<file path="config.mk">
export PLATFORM = sky130hd
export DESIGN_NAME = regfile_wb_arbiter
export DESIGN_NICKNAME = d
export VERILOG_FILES = /design/src/rtl/regfile_wb_arbiter.sv
export SDC_FILE = /design/constraint.sdc
export NUM_CORES = 1
export LEC_CHECK = 0
export CORE_ASPECT_RATIO = 0.75
export CORE_MARGIN = 3
export CORE_UTILIZATION = 37
export CTS_CLUSTER_SIZE = 28
export DETAILED_ROUTE_END_ITERATION = 7
export PLACE_DENSITY_LB_ADDON = 0.05
export SYNTH_ARGS = -nofsm -noshare
export SYNTH_HDL_FRONTEND = slang
export SYNTH_SLANG_ARGS = --single-unit
export TNS_END_PERCENT = 1
</file>
<file path="constraint.sdc">
create_clock -name clk -period 1.96 [get_ports clk]
set_input_delay 0.588 -clock clk [delete_from_list [all_inputs] [get_ports clk]]
set_output_delay 0.588 -clock clk [all_outputs]
set_load 0.02 [all_outputs]
</file>
<file path="src/rtl/regfile_wb_arbiter.sv">
// Purpose: arbitrates one register-file write port between ALU and load unit; REGFILE_CLEAR_EN adds a post-reset x1..x31 clear.
// Latency: 1 cycle from acceptance (valid & ready on a rising edge) to registered RegW/A3/write.
// Backpressure: ready is combinational; requesters hold valid/rd/data until accepted (no buffering); both readies low while busy.
module regfile_wb_arbiter #(
    parameter int ROUND_ROBIN = 1
) (
    input  logic        clk,
    input  logic        rst_n,
    input  logic        alu_valid,
    input  logic [4:0]  alu_rd,
    input  logic [31:0] alu_data,
    output logic        alu_ready,
    input  logic        mem_valid,
    input  logic [4:0]  mem_rd,
    input  logic [31:0] mem_data,
    output logic        mem_ready,
    output logic        RegW,
    output logic [4:0]  A3,
    output logic [31:0] write,
    output logic        busy
);

    // Clear-sequencer view seen by the arbiter and the write-port mux
    logic        w_busy;
    logic        w_clr_wr;
    logic [4:0]  w_clr_addr;

    // Arbitration
    logic        r_last_mem;
    logic        w_mem_wins;
    logic        w_gnt_alu;
    logic        w_gnt_mem;

    // Registered write port and its next value
    logic        r_regw;
    logic [4:0]  r_a3;
    logic [31:0] r_wdata;
    logic        w_wr_en;
    logic [4:0]  w_wr_addr;
    logic [31:0] w_wr_data;

`ifdef REGFILE_CLEAR_EN
    typedef enum logic {
        ST_CLEAR = 1'b0,
        ST_RUN   = 1'b1
    } state_t;

    state_t      r_state;
    state_t      w_state_nxt;
    logic [4:0]  r_clr_cnt;

    // State register: CLEAR out of reset, RUN once the sweep has finished
    always_ff @(posedge clk or negedge rst_n) begin
        if (!rst_n) begin
            r_state <= ST_CLEAR;
        end else begin
            r_state <= w_state_nxt;
        end
    end

    // Next state: the counter wraps to 0 after x31 is written, which ends the sweep
    always_comb begin
        w_state_nxt = r_state;
        case (r_state)
            ST_CLEAR: if (r_clr_cnt == 5'd0) w_state_nxt = ST_RUN;
            ST_RUN:   w_state_nxt = ST_RUN;
        endcase
    end

    // FSM outputs: busy for the whole CLEAR state, a write only while the counter is 1..31
    always_comb begin
        w_busy     = 1'b0;
        w_clr_wr   = 1'b0;
        w_clr_addr = r_clr_cnt;
        if (r_state == ST_CLEAR) begin
            w_busy   = 1'b1;
            w_clr_wr = (r_clr_cnt != 5'd0);
        end
    end

    // Clear address counter: starts at x1, stops after wrapping past x31
    always_ff @(posedge clk or negedge rst_n) begin
        if (!rst_n) begin
            r_clr_cnt <= 5'd1;
        end else if ((r_state == ST_CLEAR) && (r_clr_cnt != 5'd0)) begin
            r_clr_cnt <= r_clr_cnt + 5'd1;
        end
    end
`else
    assign w_busy     = 1'b0;
    assign w_clr_wr   = 1'b0;
    assign w_clr_addr = 5'd0;
`endif

    // Grant decision: a lone requester always wins; on conflict RR picks the one not granted last, else mem
    always_comb begin
        if (ROUND_ROBIN != 0) begin
            w_mem_wins = ~r_last_mem;
        end else begin
            w_mem_wins = 1'b1;
        end
        w_gnt_mem = ~w_busy & mem_valid & (~alu_valid | w_mem_wins);
        w_gnt_alu = ~w_busy & alu_valid & ~w_gnt_mem;
    end

    // Last-grant tracker: updated on every grant, including those that target x0
    always_ff @(posedge clk or negedge rst_n) begin
        if (!rst_n) begin
            r_last_mem <= 1'b0;
        end else if (w_gnt_mem) begin
            r_last_mem <= 1'b1;
        end else if (w_gnt_alu) begin
            r_last_mem <= 1'b0;
        end
    end

    // Write-port mux: clear sweep, then the granted requester; x0 grants produce no write
    always_comb begin
        w_wr_en   = 1'b0;
        w_wr_addr = r_a3;
        w_wr_data = r_wdata;
        if (w_clr_wr) begin
            w_wr_en   = 1'b1;
            w_wr_addr = w_clr_addr;
            w_wr_data = 32'd0;
        end else if (w_gnt_mem && (mem_rd != 5'd0)) begin
            w_wr_en   = 1'b1;
            w_wr_addr = mem_rd;
            w_wr_data = mem_data;
        end else if (w_gnt_alu && (alu_rd != 5'd0)) begin
            w_wr_en   = 1'b1;
            w_wr_addr = alu_rd;
            w_wr_data = alu_data;
        end
    end

    // Write-port registers: address and data hold their last values when no write occurs
    always_ff @(posedge clk or negedge rst_n) begin
        if (!rst_n) begin
            r_regw  <= 1'b0;
            r_a3    <= 5'd0;
            r_wdata <= 32'd0;
        end else begin
            r_regw <= w_wr_en;
            if (w_wr_en) begin
                r_a3    <= w_wr_addr;
                r_wdata <= w_wr_data;
            end
        end
    end

    assign alu_ready = w_gnt_alu;
    assign mem_ready = w_gnt_mem;
    assign RegW      = r_regw;
    assign A3        = r_a3;
    assign write     = r_wdata;
    assign busy      = w_busy;

endmodule

</file>
# Word-level counts from Yosys, hierarchy flattened

Cells that the tools add are included.

$lt $le $gt $ge: 0
Bitwise logic cells: 6
Multipliers: 0
Shift-type cells: 0
Multiplexer cells: 8
Reductions and logical operators: 7
Equality and inequality tests: 0
Divide/modulo/power cells: 0
$add $sub $neg: 0

Operator list:

| cell                | count |
|---|---|
| 32-bit two-way mux  | 2 |
| 5-bit two-way mux   | 2 |
| 5-bit nonzero test  | 2 |
| 1-bit two-way mux   | 4 |
| 2-bit nonzero test  | 2 |
| 1-bit NOT           | 3 |
| 1-bit AND           | 2 |
| 1-bit logical AND   | 2 |
| 2-bit AND reduction | 1 |
| 1-bit OR            | 1 |

Logic and storage cells: 25
Output and inout bits: 41
Memory bits (read-only): 0
Bits in latches: 0
Bits in writable memories: 0
Memories: 0
Input bits: 78
Flip-flop bits (word level): 39

# Logic depth before layout (Yosys ltp)

Gate-level depths: netlist of the first run.

Depth in word-level cells: 9
Depth in mapped cells: 6

# Worst setup path after synthesis of the first run

No wires, ideal clock.

Path type: input to register
Start point: in alu_rd[2]
End point: reg r_wdata[5] (netlist: write[5])
Data required time: 1828 ps
Stages: 5
Setup slack: 93 ps
Data arrival time: 1735 ps
Path through: or4_4 o211a_1 clkbuf_1 nand2_1 a31oi_2

Word-level cells in the longest chain between the ends: 5

RTL lines:

| item                                   | RTL line | source |
|---|---|---|
| start: declaration                     | 10       | `input logic [4:0] alu_rd,` |
| 5-bit nonzero test *                   | 130      | `end else if (w_gnt_alu && (alu_rd != 5'd0)) begin` |
| 1-bit logical AND *                    | 130      |  |
| 1-bit two-way mux                      | 130      |  |
| 1-bit two-way mux                      | 126      | `end else if (w_gnt_mem && (mem_rd != 5'd0)) begin` |
| 2-bit AND reduction (no source line) * | --       |  |
| end signal: assignment                 | 147      | `r_wdata <= w_wr_data;` |
| end: declaration                       | 37       | `logic [31:0] r_wdata;` |

Every way passes the cells marked *; elsewhere a longest branch is shown, timed or not.
A chain may end at the register's enable or synchronous reset.

# Worst setup path after layout of the first run

Start point: in alu_rd[2]
End point: reg r_a3[2] (netlist: A3[2])

Word-level cells in the longest chain between the ends: 5

RTL lines:

| item                                 | RTL line | source |
|---|---|---|
| 5-bit nonzero test                   | 130      |  |
| 1-bit logical AND                    | 130      |  |
| 1-bit two-way mux                    | 130      |  |
| 1-bit two-way mux                    | 126      |  |
| 2-bit AND reduction (no source line) | --       |  |
| end signal: assignment               | 146      | `r_a3 <= w_wr_addr;` |
| end: declaration                     | 36       | `logic [4:0] r_a3;` |

Parallel ways exist; a longest one is shown, timed or not. The select of a mux whose other input is x is not followed.

==> qor.txt, run 1 <==
SYNTH
--------------------------------------------------------------------------------------------------
Xor and xnor area share after synthesis .............................................            0
Library cells used by synthesis .....................................................           25
Adder-Cell Fraction of Synth Area ...................................................            0
Post-Synthesis Mean Instance Area ...................................................     9.14 µm²
Simple-gate area share of the yosys netlist .........................................        0.236
Net Count, Synth ....................................................................          287
Primary FF master, synth ............................................................ sky130_fd_sc_hd__dfrtp_1
Most common cell in the synthesized netlist ......................................... sky130_fd_sc_hd__nand2_1
Synth warnings ......................................................................            0
Number of storage elements in the synthesis netlist .................................           39
EDFF count, synth ...................................................................            0
Synthesized-area fraction occupied by ao, oa, aoi and oai cells .....................        0.177
Top cells by area, synth ............................................................ sky130_fd_sc_hd__dfrtp_1 51%, sky130_fd_sc_hd__nand2_1 14%, sky130_fd_sc_hd__a31oi_1 8.5%
Post-synthesis cell type with the largest combined area ............................. sky130_fd_sc_hd__dfrtp_1
Multiplexer fraction of the synthesized cell area ...................................            0
Cell Area, Synth ....................................................................     1910 µm²
Sequential fraction of the synthesis area ...........................................        0.511
Share of the synthesized area in the top cell type ..................................        0.511
Dominant combinational cell family by area after synthesis .......................... simple AND/OR/NAND/NOR gates
Most frequent cells after synthesis ................................................. 69 x sky130_fd_sc_hd__nand2_1, 39 x sky130_fd_sc_hd__dfrtp_1, 33 x sky130_fd_sc_hd__nor2_1
Synth Instances .....................................................................          209
Fraction of synthesis flops using an asynchronous set or reset pin ..................         1.00

FINISH
--------------------------------------------------------------------------------------------------
Share of the core filled with cells .................................................        0.741
Count of nets after finishing .......................................................          425
Signed area change from the synthesized netlist to the final layout .................        82.6%
Total inserted antenna cells ........................................................            0
Layout Cell Area excl Fill ..........................................................     3490 µm²
Final cell count without fillers ....................................................          404
Fill cells ..........................................................................          358
Layout cell share with drive strength beyond 1 ......................................        0.164

PWR
--------------------------------------------------------------------------------------------------
Static leakage ......................................................................      1.53 nW
IR drop worst, VDD ..................................................................     0.355 mV
Pwr per Cell Area ...................................................................   758 nW/µm²

GLOBAL ROUTE
--------------------------------------------------------------------------------------------------
Overall fraction of global-route tracks in use ......................................        0.214
Vias in the first global route ......................................................        1,940
Total overflow reported by the global router ........................................            0
Maximum number of pins on one net before global-route repair ........................           21
First-pass GRT wire length ..........................................................      9820 µm
Initial antenna violation count .....................................................            0

OUTCOME
--------------------------------------------------------------------------------------------------
Result of the run ................................................................... finished, final reports clean

TIMING
--------------------------------------------------------------------------------------------------
Fin Setup TNS .......................................................................         0 ps
Ratio of final minimum period to clock period .......................................        0.996
RSZ-0062 raised after global routing ................................................         true
Fin crit period .....................................................................      1950 ps
Worst hold slack across all endpoints ...............................................       240 ps
Final-report hold violation count ...................................................            0
Number of endpoints failing setup at the final stage ................................            0
Number of pins exceeding their max-slew limit in the final report ...................            0
Maximum achievable frequency ........................................................      512 MHz
Clock skew after layout .............................................................      2.58 ps

DETAILED ROUTING
--------------------------------------------------------------------------------------------------
Post-detailed-route count of antenna-violating nets .................................            0
Residual DRC ........................................................................            0
Total met2 wirelength after detailed routing ........................................      2920 µm
Routed met1 length ..................................................................      2750 µm
DR WL/cell ..........................................................................      15.6 µm
Uppermost routed layer ..............................................................         met4
Number of optimization iterations in the first detailed-route pass ..................            4
Via density per instance ............................................................         5.06
Drt initial violations ..............................................................          116
Via count ...........................................................................        2,045
Met3 wirelength from detailed routing ...............................................       604 µm
Total wirelength of the detailed-routed design ......................................      6320 µm

FLOORPLAN
--------------------------------------------------------------------------------------------------
Total number of placement rows ......................................................           21
I/O pins ............................................................................          119
Chip Width ..........................................................................      89.0 µm
Area enclosed by the die boundary ...................................................     6070 µm²
Core Area ...........................................................................     4700 µm²
Effective utilization at floorplan ..................................................        0.406
Chip height .........................................................................      68.2 µm

PLACEMENT
--------------------------------------------------------------------------------------------------
Port-buffer cells ...................................................................          117
Detailed-placement wirelength estimate ..............................................      4250 µm
Cell Count Post-Placement ...........................................................          384
Instance area at placement ..........................................................     3160 µm²
Last weighted congestion value of the routability-driven placer .....................        0.780

CLOCK TREE
--------------------------------------------------------------------------------------------------
Inserted Clock Buffers ..............................................................            5
Clock sink count ....................................................................           39
Clock transition time at the flip-flop clock pins of the worst setup and hold paths .        80 ps
Hold-fix buffer count after cts .....................................................            0
Depth of the CTS H-tree .............................................................            2
CTS tree ............................................................................         done
CTS max path bufs ...................................................................            2
Latest clock arrival within the worst-skew pair .....................................       290 ps
Clock Tree Root ..................................................................... sky130_fd_sc_hd__clkbuf_8

SETUP PATH
--------------------------------------------------------------------------------------------------
Critical Path AT ....................................................................      2180 ps
Maximum fanout along the worst path .................................................            9
Kind of end point of the critical path ..............................................     register
Critical Setup Path Class ........................................................... primary input to register
Required time of the critical path ..................................................      2190 ps
Critical path startpoint category ................................................... primary input

HOLD PATH
--------------------------------------------------------------------------------------------------
Kind of path behind the tightest hold check ......................................... primary input to asynchronous set/reset pin

RUN
--------------------------------------------------------------------------------------------------
Maximum Capacitance Violations ......................................................            0

layout make-up:
type	instances	area [µm²]	area share
clock buffer	6	82.6	0.0237
clock inverter	1	5.00	0.00144
sequential	39	976	0.280
multi-input combinational	154	806	0.231
tap	57	71.3	0.0205
timing repair buffer	147	1550	0.443
worst paths after layout:
| check | from | to | depth (start not counted) | slack, ps |
|---|---|---|---|---|
| max | alu_rd[2] | A3[2] | 7 | 9 |
| min | rst_n | write[16] | 1 | 240 |
| max reg2reg | r_last_mem | A3[2] | 7 | 290 |
| min reg2reg | r_last_mem | r_last_mem | 1 | 510 |
| max in group asynchronous | rst_n | RegW | 2 | 1170 |
| min in group clk | r_last_mem | r_last_mem | 1 | 510 |
kinds of logic after synthesis:
family | after synthesis
and+or+nand+nor | 111
AOI/OAI and AO/OA | 42
DFF | 39
buffers and inverters | 16
other | 1
worst max-delay path, cell delays in order:
cell,delay (ps)
sky130_fd_sc_hd__dlygate4sd2_1,250
sky130_fd_sc_hd__or4_4,560
sky130_fd_sc_hd__o211ai_4,190
sky130_fd_sc_hd__buf_12,170
sky130_fd_sc_hd__buf_8,130
sky130_fd_sc_hd__and3_2,180
sky130_fd_sc_hd__a221o_2,100
layout by cell type, fill, tap and decap left out:
cell type                         instances
sky130_fd_sc_hd__o211a_1                  1
sky130_fd_sc_hd__buf_12                   3
sky130_fd_sc_hd__buf_2                    2
sky130_fd_sc_hd__o21ai_0                  1
sky130_fd_sc_hd__nand2_1                 67
sky130_fd_sc_hd__a221o_2                  1
sky130_fd_sc_hd__a21boi_2                 1
sky130_fd_sc_hd__buf_4                   15
sky130_fd_sc_hd__a221o_1                  2
sky130_fd_sc_hd__and3_2                   3
sky130_fd_sc_hd__nor2_1                  33
sky130_fd_sc_hd__clkdlybuf4s15_1          2
sky130_fd_sc_hd__a31oi_1                 26
sky130_fd_sc_hd__dlygate4sd2_1            7
sky130_fd_sc_hd__o211ai_4                 1
sky130_fd_sc_hd__clkinv_2                 1
sky130_fd_sc_hd__buf_6                    6
sky130_fd_sc_hd__o21ai_4                  1
sky130_fd_sc_hd__buf_16                   3
sky130_fd_sc_hd__and2_1                   1
sky130_fd_sc_hd__or4_4                    2
sky130_fd_sc_hd__a21oi_1                  1
sky130_fd_sc_hd__clkdlybuf4s50_1        104
sky130_fd_sc_hd__nand2_2                  2
sky130_fd_sc_hd__bufbuf_16                1
sky130_fd_sc_hd__buf_8                    3
sky130_fd_sc_hd__nand3_1                  2
sky130_fd_sc_hd__conb_1                   1
sky130_fd_sc_hd__clkbuf_8                 6
sky130_fd_sc_hd__nand2b_1                 1
sky130_fd_sc_hd__dfrtp_1                 39
sky130_fd_sc_hd__a31oi_2                  6
sky130_fd_sc_hd__dlymetal6s2s_1           1
sky130_fd_sc_hd__a2bb2oi_1                1
layer usage:
layer  global-route usage  vias to the layer above
li1                     -                      986
met3               0.0698                        8
met4               0.0446                        0
met2                0.347                       93
met5                    0                        -
met1                0.283                      958
sequential cells by signal, summed over array words and instances (netlist names):
signal	flops
A3	5
RegW	1
r_last_mem	1
write	32
through the flow:
stage / power, W / worst slack (ps)
finish: 0.00264 / 8.54
global placement: 0.00199 / -517
CTS: 0.00267 / -38.6
global route: 0.00279 / -8.41
floorplan: 0.00148 / 93.2
detailed placement: 0.00199 / -531
timing repair:
item / 4_1_cts / 5_1_grt
resized for setup: 34 / 9
endpoints found under the setup margin: 40 / 30
pin swaps: 8 / 10
buffers inserted: 7 / 2
gates cloned: 6 / 0
power breakdown:
| part | switching, W | total (W) | internal [W] |
|---|---|---|---|
| sequential | 0.0000730 | 0.00101 | 0.000937 |
| clock | 0.000279 | 0.000556 | 0.000276 |
| combinational | 0.000493 | 0.00108 | 0.000585 |
| total | 0.000845 | 0.00264 | 0.00180 |
(Power assumes the default switching activity.)
==> run 2: changes to the inputs <==
--- a/config.mk
+++ b/config.mk
@@ -5,9 +5,10 @@
 export SDC_FILE = /design/constraint.sdc
 export NUM_CORES = 1
 export LEC_CHECK = 0
+export ABC_AREA = 1
 export CORE_ASPECT_RATIO = 0.75
 export CORE_MARGIN = 3
-export CORE_UTILIZATION = 37
+export CORE_UTILIZATION = 39
 export CTS_CLUSTER_SIZE = 28
 export DETAILED_ROUTE_END_ITERATION = 7
 export PLACE_DENSITY_LB_ADDON = 0.05
==> qor.txt, run 2 <==
CLOCK TREE
--------------------------------------------------------------------------------------------------
Clock sink count ....................................................................           39   unchanged
Latest clock arrival within the worst-skew pair .....................................       290 ps   about the same
Clock Tree Root ..................................................................... sky130_fd_sc_hd__clkbuf_8
CTS max path bufs ...................................................................            2   unchanged
Clock transition time at the flip-flop clock pins of the worst setup and hold paths .        80 ps   about the same
CTS tree ............................................................................         done
Hold-fix buffer count after cts .....................................................            0   unchanged
Depth of the CTS H-tree .............................................................            2   unchanged
Inserted Clock Buffers ..............................................................            5   unchanged

FLOORPLAN
--------------------------------------------------------------------------------------------------
Chip Width ..........................................................................      92.5 µm   +4.0%
Effective utilization at floorplan ..................................................        0.425   +0.0194
Core Area ...........................................................................     5150 µm²   +9.4%
Area enclosed by the die boundary ...................................................     6560 µm²   +8.1%
I/O pins ............................................................................          119   unchanged
Total number of placement rows ......................................................           22   +4.8%
Chip height .........................................................................      70.9 µm   +3.9%

SYNTH
--------------------------------------------------------------------------------------------------
Most frequent cells after synthesis ................................................. 111 x sky130_fd_sc_hd__nand2_1, 42 x sky130_fd_sc_hd__nand3_1, 39 x sky130_fd_sc_hd__dfrtp_1
Library cells used by synthesis .....................................................           18   -28%
Sequential fraction of the synthesis area ...........................................        0.446   -0.0654
Synth Instances .....................................................................          290   +39%
Fraction of synthesis flops using an asynchronous set or reset pin ..................         1.00   unchanged
Post-Synthesis Mean Instance Area ...................................................     7.55 µm²   -17%
Net Count, Synth ....................................................................          368   +28%
Synth warnings ......................................................................            0   unchanged
Top cells by area, synth ............................................................ sky130_fd_sc_hd__dfrtp_1 45%, sky130_fd_sc_hd__nand2_1 19%, sky130_fd_sc_hd__nand3b_1 11%
Cell Area, Synth ....................................................................     2190 µm²   +15%
Most common cell in the synthesized netlist ......................................... sky130_fd_sc_hd__nand2_1
Number of storage elements in the synthesis netlist .................................           39   unchanged
EDFF count, synth ...................................................................            0   unchanged
Post-synthesis cell type with the largest combined area ............................. sky130_fd_sc_hd__dfrtp_1
Share of the synthesized area in the top cell type ..................................        0.446   -0.0654
Primary FF master, synth ............................................................ sky130_fd_sc_hd__dfrtp_1

GLOBAL ROUTE
--------------------------------------------------------------------------------------------------
First-pass GRT wire length ..........................................................      9890 µm   +0.77%
Overall fraction of global-route tracks in use ......................................        0.186   -0.0282
Maximum number of pins on one net before global-route repair ........................           37   +76%
Total overflow reported by the global router ........................................            0   unchanged
Initial antenna violation count .....................................................            0   unchanged
Vias in the first global route ......................................................        2,056   +6.0%

TIMING
--------------------------------------------------------------------------------------------------
Fin crit period .....................................................................      1910 ps   -38.1 ps
Final-report hold violation count ...................................................            0   unchanged
Worst rel slew slack ................................................................        0.662
Slew @ Worst Pin ....................................................................       508 ps
Fin Setup TNS .......................................................................         0 ps   unchanged
Number of pins exceeding their max-slew limit in the final report ...................            0   unchanged
Maximum achievable frequency ........................................................      523 MHz   +2.0%
RSZ-0062 raised after global routing ................................................        false
Ratio of final minimum period to clock period .......................................        0.976   -0.0194
Clock skew after layout .............................................................      5.19 ps   +2.61 ps
Number of endpoints failing setup at the final stage ................................            0   unchanged

FINISH
--------------------------------------------------------------------------------------------------
Share of the core filled with cells .................................................        0.698   -0.0433
Total inserted antenna cells ........................................................            0   unchanged
Signed area change from the synthesized netlist to the final layout .................        64.1%
Layout cell share with drive strength beyond 1 ......................................       0.0775   -0.0868
Commonest non-fill, non-tap cells in the layout ..................................... 112 x sky130_fd_sc_hd__clkdlybuf4s50_1, 111 x sky130_fd_sc_hd__nand2_1, 42 x sky130_fd_sc_hd__nand3_1
Max reg flops .......................................................................           32   unchanged
Final cell count without fillers ....................................................          485   +20%
Count of nets after finishing .......................................................          490   +15%
Most common cell after layout, fill and taps aside .................................. sky130_fd_sc_hd__clkdlybuf4s50_1
Fill cells ..........................................................................          454   +27%

DETAILED ROUTING
--------------------------------------------------------------------------------------------------
DR WL/cell ..........................................................................      12.4 µm   -21%
Via density per instance ............................................................         4.54   -10%
Total wirelength of the detailed-routed design ......................................      6000 µm   -5.0%
Via count ...........................................................................        2,201   +7.6%
Drt initial violations ..............................................................           77   -34%
Post-detailed-route count of antenna-violating nets .................................            0   unchanged
Number of optimization iterations in the first detailed-route pass ..................            4   unchanged
Residual DRC ........................................................................            0   unchanged

OUTCOME
--------------------------------------------------------------------------------------------------
Result of the run ................................................................... finished, final reports clean

PLACEMENT
--------------------------------------------------------------------------------------------------
Last weighted congestion value of the routability-driven placer .....................        0.766   -1.8%
Port-buffer cells ...................................................................          117   unchanged
Cell Count Post-Placement ...........................................................          477   +24%
Detailed-placement wirelength estimate ..............................................      4570 µm   +7.5%

SETUP PATH
--------------------------------------------------------------------------------------------------
Maximum fanout along the worst path .................................................            3   -6
Delay of the slowest cell on the worst path .........................................       250 ps   -310 ps
WP buf/inv ..........................................................................            3   unchanged
Kind of end point of the critical path ..............................................   output pin
Required time of the critical path ..................................................      1370 ps   -820 ps
CP Cell Sequence .................................................................... dlygate4sd2_1, buf_4, a21boi_4, buf_6
Critical Setup Path Class ........................................................... primary input to output pin
Critical path startpoint category ................................................... primary input
Critical Path AT ....................................................................      1330 ps   -850 ps
Cell family with the largest share of critical-path delay ........................... buffers and inverters
Slowest-stage cell, CP .............................................................. sky130_fd_sc_hd__dlygate4sd2_1

PWR
--------------------------------------------------------------------------------------------------
IR drop worst, VDD ..................................................................     0.334 mV   -5.9%
Switching power .....................................................................   0.000845 W   about the same
Part of the power in the clock network ..............................................        0.250   +0.040
Internal Pwr Total ..................................................................    0.00183 W   +1.5%
Final Total Pwr .....................................................................    0.00267 W   +1.0%
Sw frac .............................................................................        0.317   -0.00329
Pwr per Cell Area ...................................................................   743 nW/µm²   -2.0%
Comb power frac .....................................................................        0.370   -0.038
Static leakage ......................................................................      1.79 nW   +17%
Share of power burned in registers ..................................................        0.380   -0.002

RUN
--------------------------------------------------------------------------------------------------
Maximum Capacitance Violations ......................................................            0   unchanged

HOLD PATH
--------------------------------------------------------------------------------------------------
Kind of path behind the tightest hold check ......................................... primary input to asynchronous set/reset pin

run 2: cell count changes after synthesis, sizes merged, moves of 29 or more:
cell and change:
nand2 +45, nand3 +40, inv +38, a31oi -32, nand3b +32, nor2 -29
run 2: repair_timing:
| item | 4_1_cts | 5_1_grt |
|---|---|---|
| pin swaps | 1 | 0 |
| gates resized for setup | 15 | 1 |
| setup buffers | 0 | 0 |
| endpoints found under the setup margin | 39 | 5 |
run 2: through the flow:
step / hold WS, ps / setup WS, ps / area, µm²
final: 252 / 46.6 / 3590
after CTS: 258 / 52.9 / 3590
after floorplan: 292 / 122 / 2190
after global placement: 462 / -527 / 3470
after global routing: 274 / 0.960 / 3590
after detailed placement: 464 / -571 / 3470
run 2: layer usage:
metal	track usage	wire length, µm	share of wire
met4	0.0461	54	0.0090
met5	0	0	0
met2	0.291	2720	0.45
met3	0.0616	579	0.096
met1	0.251	2650	0.44
run 2: path summary, 6_finish.rpt:
kind,from,endpoint,slack [ps],depth (start not counted)
max,alu_valid,mem_ready,50,4
min,rst_n,write[14],250,1
max reg2reg,r_last_mem,write[9],390,7
min reg2reg,write[25],write[25],480,2
max in group asynchronous,rst_n,write[9],1220,2
min in group clk,write[25],write[25],480,2
run 2: worst register-to-register path: stages, from the launching register on:
cell and delay, ps:
sky130_fd_sc_hd__dfrtp_1 430, sky130_fd_sc_hd__a21boi_4 200, sky130_fd_sc_hd__buf_12 230, sky130_fd_sc_hd__nand2_2 150, sky130_fd_sc_hd__nand2_4 140, sky130_fd_sc_hd__inv_4 160, sky130_fd_sc_hd__nand2_1 110, sky130_fd_sc_hd__nand2_1 50
run 2: logic make-up after synthesis:
family / share of synthesized area
DFF: 0.446
buffers and inverters: 0.123
AOI/OAI and AO/OA: 0.0154
and+or+nand+nor: 0.414
other: 0.00171
run 2: final cells by class:
| class | instances | area [µm²] | share of cell area |
|---|---|---|---|
| Timing Repair Buffer | 132 | 1330 | 0.369 |
| Sequential cell | 39 | 976 | 0.272 |
| Multi-Input combinational cell | 196 | 943 | 0.263 |
| Inverter | 38 | 145 | 0.0404 |
| Tap cell | 72 | 90.1 | 0.0251 |
| Clock buffer | 5 | 68.8 | 0.0192 |
| Clock inverter | 3 | 43.8 | 0.0122 |
run 2: power groups by stage:
stage          registers [W]  clock network, W  logic (W)
4_1_cts              0.00101          0.000682    0.00100
3_5_place_dp         0.00102                 0   0.000996
6_report             0.00101          0.000669   0.000988
3_3_place_gp         0.00102                 0   0.000988
2_1_floorplan        0.00119                 0   0.000305
5_1_grt              0.00103          0.000713    0.00107
